File: src/rtl/oled_text_refresh_if.sv
// Engine-side bus for oled_text_refresh: buffer write port, SpiCtrl handshake
// and charLib glyph ROM. The engine uses the master modport.
interface oled_text_refresh_if #(
  parameter int RW = 2,
  parameter int CW = 4
);
  logic          wr_en;
  logic [RW-1:0] wr_row;
  logic [CW-1:0] wr_col;
  logic [7:0]    wr_char;
  logic          spi_en;
  logic [7:0]    spi_data;
  logic          spi_fin;
  logic          dc;
  logic [10:0]   rom_addr;
  logic [7:0]    rom_dout;

  modport master (
    input  wr_en, wr_row, wr_col, wr_char, spi_fin, rom_dout,
    output spi_en, spi_data, dc, rom_addr
  );

  modport slave (
    output wr_en, wr_row, wr_col, wr_char, spi_fin, rom_dout,
    input  spi_en, spi_data, dc, rom_addr
  );
endinterface

File: src/rtl/oled_text_refresh.sv
// ROWSxCOLS character-screen engine for the SSD1306 PmodOLED. Keeps a text
// buffer with one dirty bit per page and streams only dirty pages to SpiCtrl,
// fetching 8x8 glyph slices from charLib.
module oled_text_refresh #(
  parameter int         ROWS       = 4,
  parameter int         COLS       = 16,
  parameter int         ROM_LAT    = 2,
  parameter logic [7:0] BLANK_CHAR = 8'h20
) (
  input  logic               clk,
  input  logic               rst,
  input  logic               en,
  oled_text_refresh_if.master bus,
  output logic               busy,
  output logic               fin
);
  localparam int RW      = (ROWS > 1) ? $clog2(ROWS) : 1;
  localparam int CW      = (COLS > 1) ? $clog2(COLS) : 1;
  localparam int COLS_M1 = COLS - 1;
  localparam logic [RW:0]   ROW_LIM  = ROWS[RW:0];
  localparam logic [CW:0]   COL_LIM  = COLS[CW:0];
  localparam logic [CW-1:0] LAST_COL = COLS_M1[CW-1:0];
  localparam logic [2:0]    LAT      = ROM_LAT[2:0];

  // Each byte goes SETUP (data stable, SPI_EN low) -> SEND (SPI_EN high until
  // FIN) -> REL (wait for FIN low). Data bytes first wait out the ROM latency.
  typedef enum logic [3:0] {
    IDLE, CMD_SETUP, CMD_SEND, CMD_REL,
    DATA_ROM, DATA_SETUP, DATA_SEND, DATA_REL, ROW_DONE
  } state_t;

  state_t state, state_n;

  logic [ROWS-1:0][COLS-1:0][7:0] cells;
  logic [ROWS-1:0]                dirty;
  logic [RW-1:0]                  row, low_row;
  logic [1:0]                     cmd_idx;
  logic [CW-1:0]                  col, col_n;
  logic [2:0]                     slice, slice_n;
  logic [2:0]                     lat_cnt;
  logic [7:0]                     spi_data;
  logic [10:0]                    rom_addr;
  logic                           start, wr_ok, last_byte;

  // Page-address command sequence: page = row, column start = 0.
  function automatic logic [7:0] cmd_byte(input logic [1:0] idx, input logic [RW-1:0] r);
    case (idx)
      2'd0:    cmd_byte = 8'h22;
      2'd1:    cmd_byte = 8'(r);
      2'd2:    cmd_byte = 8'h00;
      default: cmd_byte = 8'h10;
    endcase
  endfunction

  assign wr_ok     = bus.wr_en && ({1'b0, bus.wr_row} < ROW_LIM) && ({1'b0, bus.wr_col} < COL_LIM);
  assign start     = (state == IDLE) && en && (|dirty);
  assign last_byte = (slice == 3'd7) && (col == LAST_COL);
  assign slice_n   = slice + 3'd1;
  assign col_n     = (slice == 3'd7) ? col + CW'(1) : col;

  // Lowest-index dirty row wins.
  always_comb begin
    low_row = '0;
    for (int i = ROWS - 1; i >= 0; i--)
      if (dirty[i]) low_row = RW'(i);
  end

  // State register.
  always_ff @(posedge clk or posedge rst) begin
    if (rst) state <= IDLE;
    else     state <= state_n;
  end

  // Next-state logic.
  always_comb begin
    state_n = state;
    case (state)
      IDLE:       if (start) state_n = CMD_SETUP;
      CMD_SETUP:  state_n = CMD_SEND;
      CMD_SEND:   if (bus.spi_fin) state_n = CMD_REL;
      CMD_REL:    if (!bus.spi_fin) state_n = (cmd_idx == 2'd3) ? DATA_ROM : CMD_SETUP;
      DATA_ROM:   if (lat_cnt == LAT) state_n = DATA_SETUP;
      DATA_SETUP: state_n = DATA_SEND;
      DATA_SEND:  if (bus.spi_fin) state_n = DATA_REL;
      DATA_REL:   if (!bus.spi_fin) state_n = last_byte ? ROW_DONE : DATA_ROM;
      ROW_DONE:   state_n = IDLE;
      default:    state_n = IDLE;
    endcase
  end

  assign bus.spi_en   = (state == CMD_SEND) || (state == DATA_SEND);
  assign bus.dc       = (state == DATA_ROM) || (state == DATA_SETUP) ||
                        (state == DATA_SEND) || (state == DATA_REL);
  assign bus.spi_data = spi_data;
  assign bus.rom_addr = rom_addr;
  assign busy         = (state != IDLE);
  assign fin          = (state == ROW_DONE) && en && !(|dirty);

  // Text buffer and dirty bits; a write in the start cycle re-marks the row.
  always_ff @(posedge clk or posedge rst) begin
    if (rst) begin
      cells <= {(ROWS * COLS){BLANK_CHAR}};
      dirty <= '1;
    end else begin
      if (start) dirty[low_row] <= 1'b0;
      if (wr_ok) begin
        cells[bus.wr_row][bus.wr_col] <= bus.wr_char;
        dirty[bus.wr_row]             <= 1'b1;
      end
    end
  end

  // Byte sequencing datapath: row latch, counters, SPI byte and ROM address.
  // Cells are read live when each ROM address is issued.
  always_ff @(posedge clk or posedge rst) begin
    if (rst) begin
      row      <= '0;
      cmd_idx  <= '0;
      col      <= '0;
      slice    <= '0;
      lat_cnt  <= '0;
      spi_data <= '0;
      rom_addr <= '0;
    end else begin
      case (state)
        IDLE: if (start) begin
          row      <= low_row;
          cmd_idx  <= 2'd0;
          spi_data <= 8'h22;
        end
        CMD_REL: if (!bus.spi_fin) begin
          if (cmd_idx == 2'd3) begin
            col      <= '0;
            slice    <= 3'd0;
            lat_cnt  <= 3'd0;
            rom_addr <= {cells[row][0], 3'd0};
          end else begin
            cmd_idx  <= cmd_idx + 2'd1;
            spi_data <= cmd_byte(cmd_idx + 2'd1, row);
          end
        end
        DATA_ROM: begin
          lat_cnt <= lat_cnt + 3'd1;
          if (lat_cnt == LAT) spi_data <= bus.rom_dout;
        end
        DATA_REL: if (!bus.spi_fin && !last_byte) begin
          col      <= col_n;
          slice    <= slice_n;
          lat_cnt  <= 3'd0;
          rom_addr <= {cells[row][col_n], slice_n};
        end
        default: ;
      endcase
    end
  end
endmodule
File: src/flat_wrapper.sv
// flat-port wrapper written by rule: the top's interface ports become plain ports
module oled_text_refresh_flat 
#(
  parameter int         ROWS       = 4,
  parameter int         COLS       = 16,
  parameter int         ROM_LAT    = 2,
  parameter logic [7:0] BLANK_CHAR = 8'h20
)
  (clk, rst, en, busy, fin, bus_wr_en, bus_wr_row, bus_wr_col, bus_wr_char, bus_spi_fin, bus_rom_dout, bus_spi_en, bus_spi_data, bus_dc, bus_rom_addr);
  oled_text_refresh_if bus_i ();
  input  logic clk;
  input  logic rst;
  input  logic en;
  output logic busy;
  output logic fin;
  input wire logic [$bits(bus_i.wr_en)-1:0] bus_wr_en;
  input wire logic [$bits(bus_i.wr_row)-1:0] bus_wr_row;
  input wire logic [$bits(bus_i.wr_col)-1:0] bus_wr_col;
  input wire logic [$bits(bus_i.wr_char)-1:0] bus_wr_char;
  input wire logic [$bits(bus_i.spi_fin)-1:0] bus_spi_fin;
  input wire logic [$bits(bus_i.rom_dout)-1:0] bus_rom_dout;
  output wire logic [$bits(bus_i.spi_en)-1:0] bus_spi_en;
  output wire logic [$bits(bus_i.spi_data)-1:0] bus_spi_data;
  output wire logic [$bits(bus_i.dc)-1:0] bus_dc;
  output wire logic [$bits(bus_i.rom_addr)-1:0] bus_rom_addr;
  assign bus_i.wr_en = bus_wr_en;
  assign bus_i.wr_row = bus_wr_row;
  assign bus_i.wr_col = bus_wr_col;
  assign bus_i.wr_char = bus_wr_char;
  assign bus_i.spi_fin = bus_spi_fin;
  assign bus_i.rom_dout = bus_rom_dout;
  assign bus_spi_en = bus_i.spi_en;
  assign bus_spi_data = bus_i.spi_data;
  assign bus_dc = bus_i.dc;
  assign bus_rom_addr = bus_i.rom_addr;
  oled_text_refresh #(.ROWS(ROWS), .COLS(COLS), .ROM_LAT(ROM_LAT), .BLANK_CHAR(BLANK_CHAR)) u_core (.clk(clk), .rst(rst), .en(en), .bus(bus_i), .busy(busy), .fin(fin));
endmodule
File: config.mk
export PLATFORM = sky130hd
export DESIGN_NAME = oled_text_refresh_flat
export DESIGN_NICKNAME = d
export VERILOG_FILES = /design/src/rtl/oled_text_refresh_if.sv /design/src/rtl/oled_text_refresh.sv /design/src/flat_wrapper.sv
export SDC_FILE = /design/constraint.sdc
export NUM_CORES = 1
export LEC_CHECK = 0
export BUFFER_PORTS_ARGS = -buffer_cell sky130_fd_sc_hd__buf_2
export CAP_MARGIN = 5
export CORE_MARGIN = 2
export CORE_UTILIZATION = 55
export DETAILED_ROUTE_END_ITERATION = 16
export GPL_ROUTABILITY_DRIVEN = 0
export PLACE_DENSITY = 0.74
export SYNTH_ARGS = -nofsm -noshare
export SYNTH_HDL_FRONTEND = slang
export SYNTH_SLANG_ARGS = --single-unit
File: constraint.sdc
create_clock -name clk -period 19.9 [get_ports clk]
set_input_delay 0.995 -clock clk [delete_from_list [all_inputs] [get_ports clk]]
set_output_delay 0.995 -clock clk [all_outputs]
set_load 0.03 [all_outputs]
==> results of run 1 <==
==> layout make-up <==
class	instances	share of cell area (%)
Clock buffer	82	5.872
Clock inverter	21	0.6997
Inverter	7	0.1196
Multi-Input combinational cell	1097	40.07
Sequential cell	550	49.04
Tap cell	607	2.688
Timing Repair Buffer	73	1.506
==> how the worst max path moves through the flow <==
stage / from / to / depth (start not counted)
final: rst / u_core.cells[132] / 5
after global routing: rst / u_core.cells[128] / 5
after CTS: rst / u_core.cells[2] / 5
after detailed placement: rst / u_core.cells[129] / 5
after global placement: rst / u_core.cells[263] / 5
after floorplan: rst / u_core.bus.rom_addr[0] / 1
==> metal layers <==
layer / vias up / part of all wire [%] / global-route usage [%]
met2: 383 / 49 / 43.32
li1: 6587 / - / -
met5: - / 0 / 0
met1: 8231 / 43 / 36.04
met3: 115 / 4.7 / 3.643
met4: 0 / 3.1 / 8.933
==> per-stage QoR <==
stage | area [sq um] | hold slack, ps | utilization, %
after floorplan | 25840 | 449.2 | -
after global placement | 26400 | 457.3 | 56.82
after detailed placement | 26400 | 472.2 | 56.82
after CTS | 28250 | 485.9 | 60.82
after global routing | 28250 | 501.4 | 60.82
final | 28250 | 480.7 | 60.82
==> registers in the layout, indices dropped and copies added (netlist names) <==
signal               cells
u_core.cells           512
u_core.bus.rom_addr     11
u_core.bus.spi_data      8
u_core.col               4
u_core.dirty             4
u_core.state             4
u_core.lat_cnt           3
u_core.cmd_idx           2
u_core.row               2
==> layout by cell type (no fill, tap or decap), types with 6 or more instances in the layout <==
master,count
ha_1,9
nor2b_1,8
a22o_1,7
dfrtp_1,480
clkbuf_1,10
mux4_2,124
mux2_1,18
inv_1,6
mux2i_1,15
buf_2,49
nor3_1,17
clkinv_2,15
clkbuf_8,16
a21oi_1,26
nor2_2,16
mux2_2,497
mux4_1,7
a31oi_1,20
nand3_1,22
nand2_1,162
nand2b_1,7
a221oi_1,8
buf_4,24
clkbuf_16,56
o21ai_0,24
nor2_1,32
dfstp_2,68
==> power groups by stage <==
| stage | combinational (W) | clock (W) | sequential [W] |
|---|---|---|---|
| after floorplan | 0.000389 | 0 | 0.00140 |
| after global placement | 0.000538 | 0 | 0.00140 |
| after detailed placement | 0.000557 | 0 | 0.00141 |
| after CTS | 0.000560 | 0.00107 | 0.00139 |
| after global routing | 0.000604 | 0.00111 | 0.00141 |
| final | 0.000561 | 0.00105 | 0.00140 |
==> kinds of logic (layout without fill, tap and decap cells) <==
logic type | after synthesis | in the layout | synth area share, %
buf+inv | 134 | 183 | 2.683
mux | 661 | 661 | 34.55
simple gates | 300 | 300 | 5.322
flops | 550 | 550 | 53.60
fa+ha+maj | 9 | 9 | 0.4359
xor+xnor | 9 | 9 | 0.4359
compound gates | 118 | 118 | 2.974
==> impl_metrics.tcl, run 1 <==
set metrics [dict create \
    start_kind "input port" \
    cp.arrival_ps 4280 \
    first_pass_iters 5 \
    grt_pass1_wl_um 96120 \
    hpwl_um 38130 \
    status "completed" \
    max_stage_delay_ps 840 \
    rsz0062_at_grt "no" \
    wl_per_cell_um 25.10 \
    final-hold-violation-count 0 \
    reg2reg_depth 8 \
    power_density_mw_per_mm2 106.4 \
    post-place-cells 2334 \
    synth_top_area_share_pct 46.69 \
    critPathSlowestCell "buf_4" \
    cp_num_buf_inv 5 \
    area_growth_pct 9.356 \
    cap_violations 0 \
    synth_common_cells "mux2_2 (497), dfrtp_1 (482), nand2_1 (162), mux4_2 (124), dfstp_2 (68)" \
    drive_gt1_share_pct 48.96 \
    cts-resized-gates 0 \
    crit_required_ps 20520 \
    seq_area_frac_synth_pct 53.60 \
    crit_top_cell "buf_4" \
    cts_setup_buffers 0 \
    insertion_delay_ps 610 \
    ant_nets 0 \
    endpoint_kind "async pin" \
    num_vias 15320 \
    tightest_slew_ps 1252 \
    cts.hold.buffers_added 0 \
    io-pin-count 50 \
    fmax_mhz 272.8 \
    hold_class "reg2reg" \
    pwr-share-comb_pct 18.6 \
    p_leak_nw 12.63 \
    grtUsageTotal_pct 26.22 \
    synth_ff_type "dfrtp_1" \
    power.share.switching_pct 28.50 \
    crit_fanout 105 \
    hold_end "u_core.cells[190]" \
    ys_async_sr_fraction_pct 100.0 \
    grt_antenna_before_repair 0 \
    drc 0 \
    cts_tree "built" \
    hold-path-cell-count 1 \
    crit_chain "buf_2, inv_8, buf_4, buf_4, buf_4" \
    cts-root-buf "clkbuf_16" \
    syn_area_sq_mm 0.02584 \
    clock-sinks 550 \
    final.setup.tns_ps 0 \
    yosysMostFrequentCell "mux2_2" \
    clk_pin_slew_worst_paths_ps 60 \
    nets 1820 \
    synthesis.nets 1817 \
    p_sw_w 0.0008569 \
    setup_viol 0 \
    multi_input_area_sq_mm 0.01132 \
    r2r_start "u_core.row[0]" \
    worst_slack_ps 16230 \
    synth_top_area_cell "dfrtp_1" \
    grt_max_degree 106 \
    die_y_um 220.7 \
    dieWidth_um 220.7 \
    fillCellCount 3496 \
    vias_per_cell 6.285 \
    synth_enable_flop_cells 0 \
    row_count 79 \
    power.share.sequential_pct 46.4 \
    yosys-top-cells-area "dfrtp_1 (47%), mux2_2 (22%), mux4_2 (11%), dfstp_2 (6.9%), nand2_1 (2.4%)" \
    slew_headroom_pct 16.52 \
    port_buffers 49 \
    total_power_w 0.003007 \
    final_cell_count_no_fill 2437 \
    critPathKind "in2async" \
    power_frac_clock_pct 34.9 \
    r2r_end "u_core.bus.rom_addr[9]" \
    clock_skew_ps 21.31 \
    yosysWarnings 0 \
    cts_max_path_buffers 3 \
    synth_cells 1781 \
    regArea_sq_mm 0.01386 \
    antenna_cells 0 \
    ir_worst_vdd_mv 0.08827 \
    design.core.area_sq_mm 0.04646 \
    routed_wl_um 61170 \
    pre_cts_ws_ps 15450 \
    synth_seq_cells 550 \
    avgSynthCellArea_sq_um 14.51 \
    p_int_w 0.002150 \
    critical-path-top-delay-family "buffers and inverters" \
    start_util_pct 55.61 \
    period_minus_slack_ps 3666 \
    cts_inserted_buffers 55 \
    rrSetupSlack_ps 16420 \
    worstHoldStart "u_core.cells[190]" \
    h-tree-depth 2 \
    min_period_over_period_pct 18.42 \
    final-max-slew-violation-count 0 \
    drtIter0Drc 1179 \
    grt_pass1_vias 16080 \
    grt-ovfl-total 0 \
    die_area_sq_mm 0.04872 \
    ys_types 63 \
]
Power figures use the tool's default switching activity.
==> run 2, diff against run 1 <==
--- a/config.mk
+++ b/config.mk
@@ -5,13 +5,14 @@
 export SDC_FILE = /design/constraint.sdc
 export NUM_CORES = 1
 export LEC_CHECK = 0
+export ABC_AREA = 1
 export BUFFER_PORTS_ARGS = -buffer_cell sky130_fd_sc_hd__buf_2
 export CAP_MARGIN = 5
 export CORE_MARGIN = 2
 export CORE_UTILIZATION = 55
 export DETAILED_ROUTE_END_ITERATION = 16
 export GPL_ROUTABILITY_DRIVEN = 0
-export PLACE_DENSITY = 0.74
+export PLACE_DENSITY = 0.77
 export SYNTH_ARGS = -nofsm -noshare
 export SYNTH_HDL_FRONTEND = slang
 export SYNTH_SLANG_ARGS = --single-unit
==> constraint.sdc (replaced) <==
create_clock -name clk -period 3.1 [get_ports clk]
set_input_delay 0.155 -clock clk [delete_from_list [all_inputs] [get_ports clk]]
set_output_delay 0.155 -clock clk [all_outputs]
set_load 0.03 [all_outputs]
==> run 2 against run 1 <==
Compared with the run above: register-to-register slack got worse by 16000 ps; via count increased by 49%; non-clock buffer count increased by 45; highest routed layer is now met5.
==> impl_metrics.tcl, run 2 <==
set metrics [dict create \
    die_area_sq_mm 0.04983 \
    ys_async_sr_fraction_pct 100.0 \
    status "completed" \
    grt-ovfl-total 0 \
    power.share.switching_pct 36.05 \
    row_count 80 \
    drive_gt1_share_pct 9.773 \
    grt_max_degree 113 \
    drtIter0Drc 2786 \
    clk_pin_slew_worst_paths_ps 60 \
    vias_per_cell 5.668 \
    tightest_slew_ps 836.8 \
    setup_viol 0 \
    yosysMostFrequentCell "nand2_1" \
    final_cell_mix "nand2_1 (1228), o21ai_0 (528), dfrtp_1 (480)" \
    grt_pass1_vias 21510 \
    fmax_mhz 399.9 \
    pwr-share-comb_pct 29.8 \
    port_buffers 49 \
    final-max-slew-violation-count 0 \
    area_growth_pct 10.46 \
    fin_hold_ws_ps 60.84 \
    total_power_w 0.02281 \
    ir_worst_vdd_mv 0.4791 \
    p_int_w 0.01459 \
    hold_class "in2reg" \
    synth_cells 3398 \
    endpoint_kind "flip-flop" \
    synth_enable_flop_cells 0 \
    avgSynthCellArea_sq_um 7.779 \
    cts_max_path_buffers 3 \
    synth_ff_type "dfrtp_1" \
    power_frac_clock_pct 31.1 \
    period_minus_slack_ps 2501 \
    largest_reg_flops 512 \
    routed_wl_um 73440 \
    fillCellCount 4108 \
    clock_skew_ps 26.08 \
    die_y_um 223.2 \
    topRoutingLayerUsed "met5" \
    reg2reg_depth 13 \
    first_pass_iters 7 \
    start_util_pct 55.59 \
    slew_headroom_pct 44.21 \
    wl_met3_um 5970 \
    cts_tree "built" \
    critPathSlowestCell "dfrtp_1" \
    yosys-top-cells-area "dfrtp_1 (46%), nand2_1 (17%), o21ai_0 (10%), nand3_1 (7.2%), dfstp_2 (6.8%)" \
    wl_met2_um 32920 \
    p_leak_nw 14.01 \
    crit_top_cell "nand3_1" \
    top_regs "u_core.cells x512, u_core.bus.rom_addr x11, u_core.bus.spi_data x8" \
    cts_inserted_buffers 57 \
    crit_chain "ha_1, ha_1, nor2_1, inv_1, nand2_2, buf_12, nand3_1, nand3_1, nand3_1, nand3_1, nand3_1, nand2_1, nand2_1" \
    crit_fanout 65 \
    seq_area_frac_synth_pct 52.39 \
    critPathKind "reg2reg" \
    clock-sinks 550 \
    grt_antenna_before_repair 3 \
    p_sw_w 0.008224 \
    nets 3386 \
    ant_nets 0 \
    design.core.area_sq_mm 0.04755 \
    synth_top_area_cell "dfrtp_1" \
    drc 0 \
    synth_top_area_share_pct 45.63 \
    insertion_delay_ps 630 \
    power.share.sequential_pct 39.1 \
    syn_area_sq_mm 0.02643 \
    hold-path-cell-count 4 \
    synth_seq_cells 550 \
    start_kind "flip-flop" \
    rsz0062_at_grt "no" \
    synthesis.nets 3434 \
    io-pin-count 50 \
    min_period_over_period_pct 80.66 \
    cts_setup_buffers 0 \
    cts-root-buf "clkbuf_16" \
    cp.arrival_ps 3010 \
    power_density_mw_per_mm2 781.3 \
    dieWidth_um 223.2 \
    yosysWarnings 0 \
    h-tree-depth 2 \
    final-hold-violation-count 0 \
    crit_required_ps 3610 \
    num_vias 22750 \
    cap_violations 0 \
    hpwl_um 44910 \
    wl_per_cell_um 18.30 \
    synth_common_cells "nand2_1 (1229), o21ai_0 (528), dfrtp_1 (482), nand3_1 (381), inv_1 (228)" \
    wl_met1_um 31440 \
    largest-register "u_core.cells" \
    max_stage_delay_ps 410 \
    final_common_cell "nand2_1" \
    grtUsageTotal_pct 30.03 \
    grt_pass1_wl_um 118600 \
    ys_types 34 \
]
==> run 2: changes by cell type after synthesis, moves of 20 or more <==
cell / previous run / this run
clkbuf_1: 66 / 114
o21ai_0: 24 / 528
nor2_1: 32 / 108
buf_2: 23 / 81
mux2_2: 497 / 0
nand3_1: 22 / 381
nand2_1: 162 / 1229
a31oi_1: 20 / 0
mux4_2: 124 / 0
inv_1: 7 / 228
==> run 2: kinds of logic (layout without fill, tap and decap cells) <==
| logic type | count (synthesis) | in the layout | share of synthesized area [%] |
|---|---|---|---|
| adder cells (fa/ha/maj) | 9 | 9 | 0.4260 |
| buffers and inverters | 473 | 472 | 7.602 |
| flip-flops | 550 | 550 | 52.39 |
| AND/OR/NAND/NOR | 1766 | 1766 | 27.98 |
| AO/OA/AOI/OAI | 600 | 600 | 11.60 |
| other | 0 | 1 | 0 |
==> run 2: repair_timing <==
item                                   CTS  global route
resized for setup                        0             0
endpoints found under the hold margin   42             0
hold buffers                            13             0
==> run 2: path summary, 6_finish.rpt <==
kind                                              from                      end  slack (ps)
max in group asynchronous                          rst        u_core.cells[285]        1830
worst max register to register  u_core.bus.rom_addr[0]  u_core.bus.rom_addr[10]         600
worst max-delay path            u_core.bus.rom_addr[0]  u_core.bus.rom_addr[10]         600
min in group asynchronous                          rst        u_core.cells[163]         200
worst min register to register  u_core.bus.spi_data[4]   u_core.bus.spi_data[4]         470
worst min-delay path                    bus_wr_char[7]         u_core.cells[55]          60
==> run 2: power by group through the flow <==
stage / Sequential [W] / Clock (W) / Combinational (W)
floorplan: 0.00897 / 0 / 0.00466
global placement: 0.00897 / 0 / 0.00663
detailed placement: 0.00900 / 0 / 0.00668
CTS: 0.00890 / 0.00716 / 0.00674
global route: 0.00903 / 0.00745 / 0.00758
finish: 0.00892 / 0.00708 / 0.00681
==> run 2: layer usage <==
layer,global-route usage [%],vias up
met1,41.95,10790
met4,12.77,4
met2,46.06,968
met5,0,-
li1,-,10790
met3,5.874,198
==> run 2: final cells by class <==
type	instances	area (sq um)	area share, %
antenna	1	2.502	0.008570
clock buffer	87	1742	5.965
clock inverter	19	198.9	0.6814
inverter	248	947.2	3.244
multi-input combinational	2375	10590	36.26
sequential	550	13860	47.45
tap	615	769.5	2.635
timing repair buffer	118	1096	3.754
==> run 2: metrics by stage <==
step / setup TNS, ps / instance area, sq um / instances / utilization, % / worst slack, ps
2_1_floorplan: -2324210 / 26440 / 3398 / - / -4483
3_3_place_gp: 0 / 27120 / 3893 / 57.05 / 717.7
3_5_place_dp: 0 / 27120 / 3893 / 57.05 / 692.1
4_1_cts: 0 / 29200 / 4012 / 61.41 / 679.7
5_1_grt: 0 / 29200 / 4012 / 61.41 / 436.2
6_report: 0 / 29200 / 4013 / 61.41 / 599.4
==> run 2: worst max-delay path, delay by kind of cell, from the launching register on <==
family	cells	cell delay, ps
and+or+nand+nor	9	1080
buffers and inverters	2	360
DFF	1	410
adders and majority gates	2	490
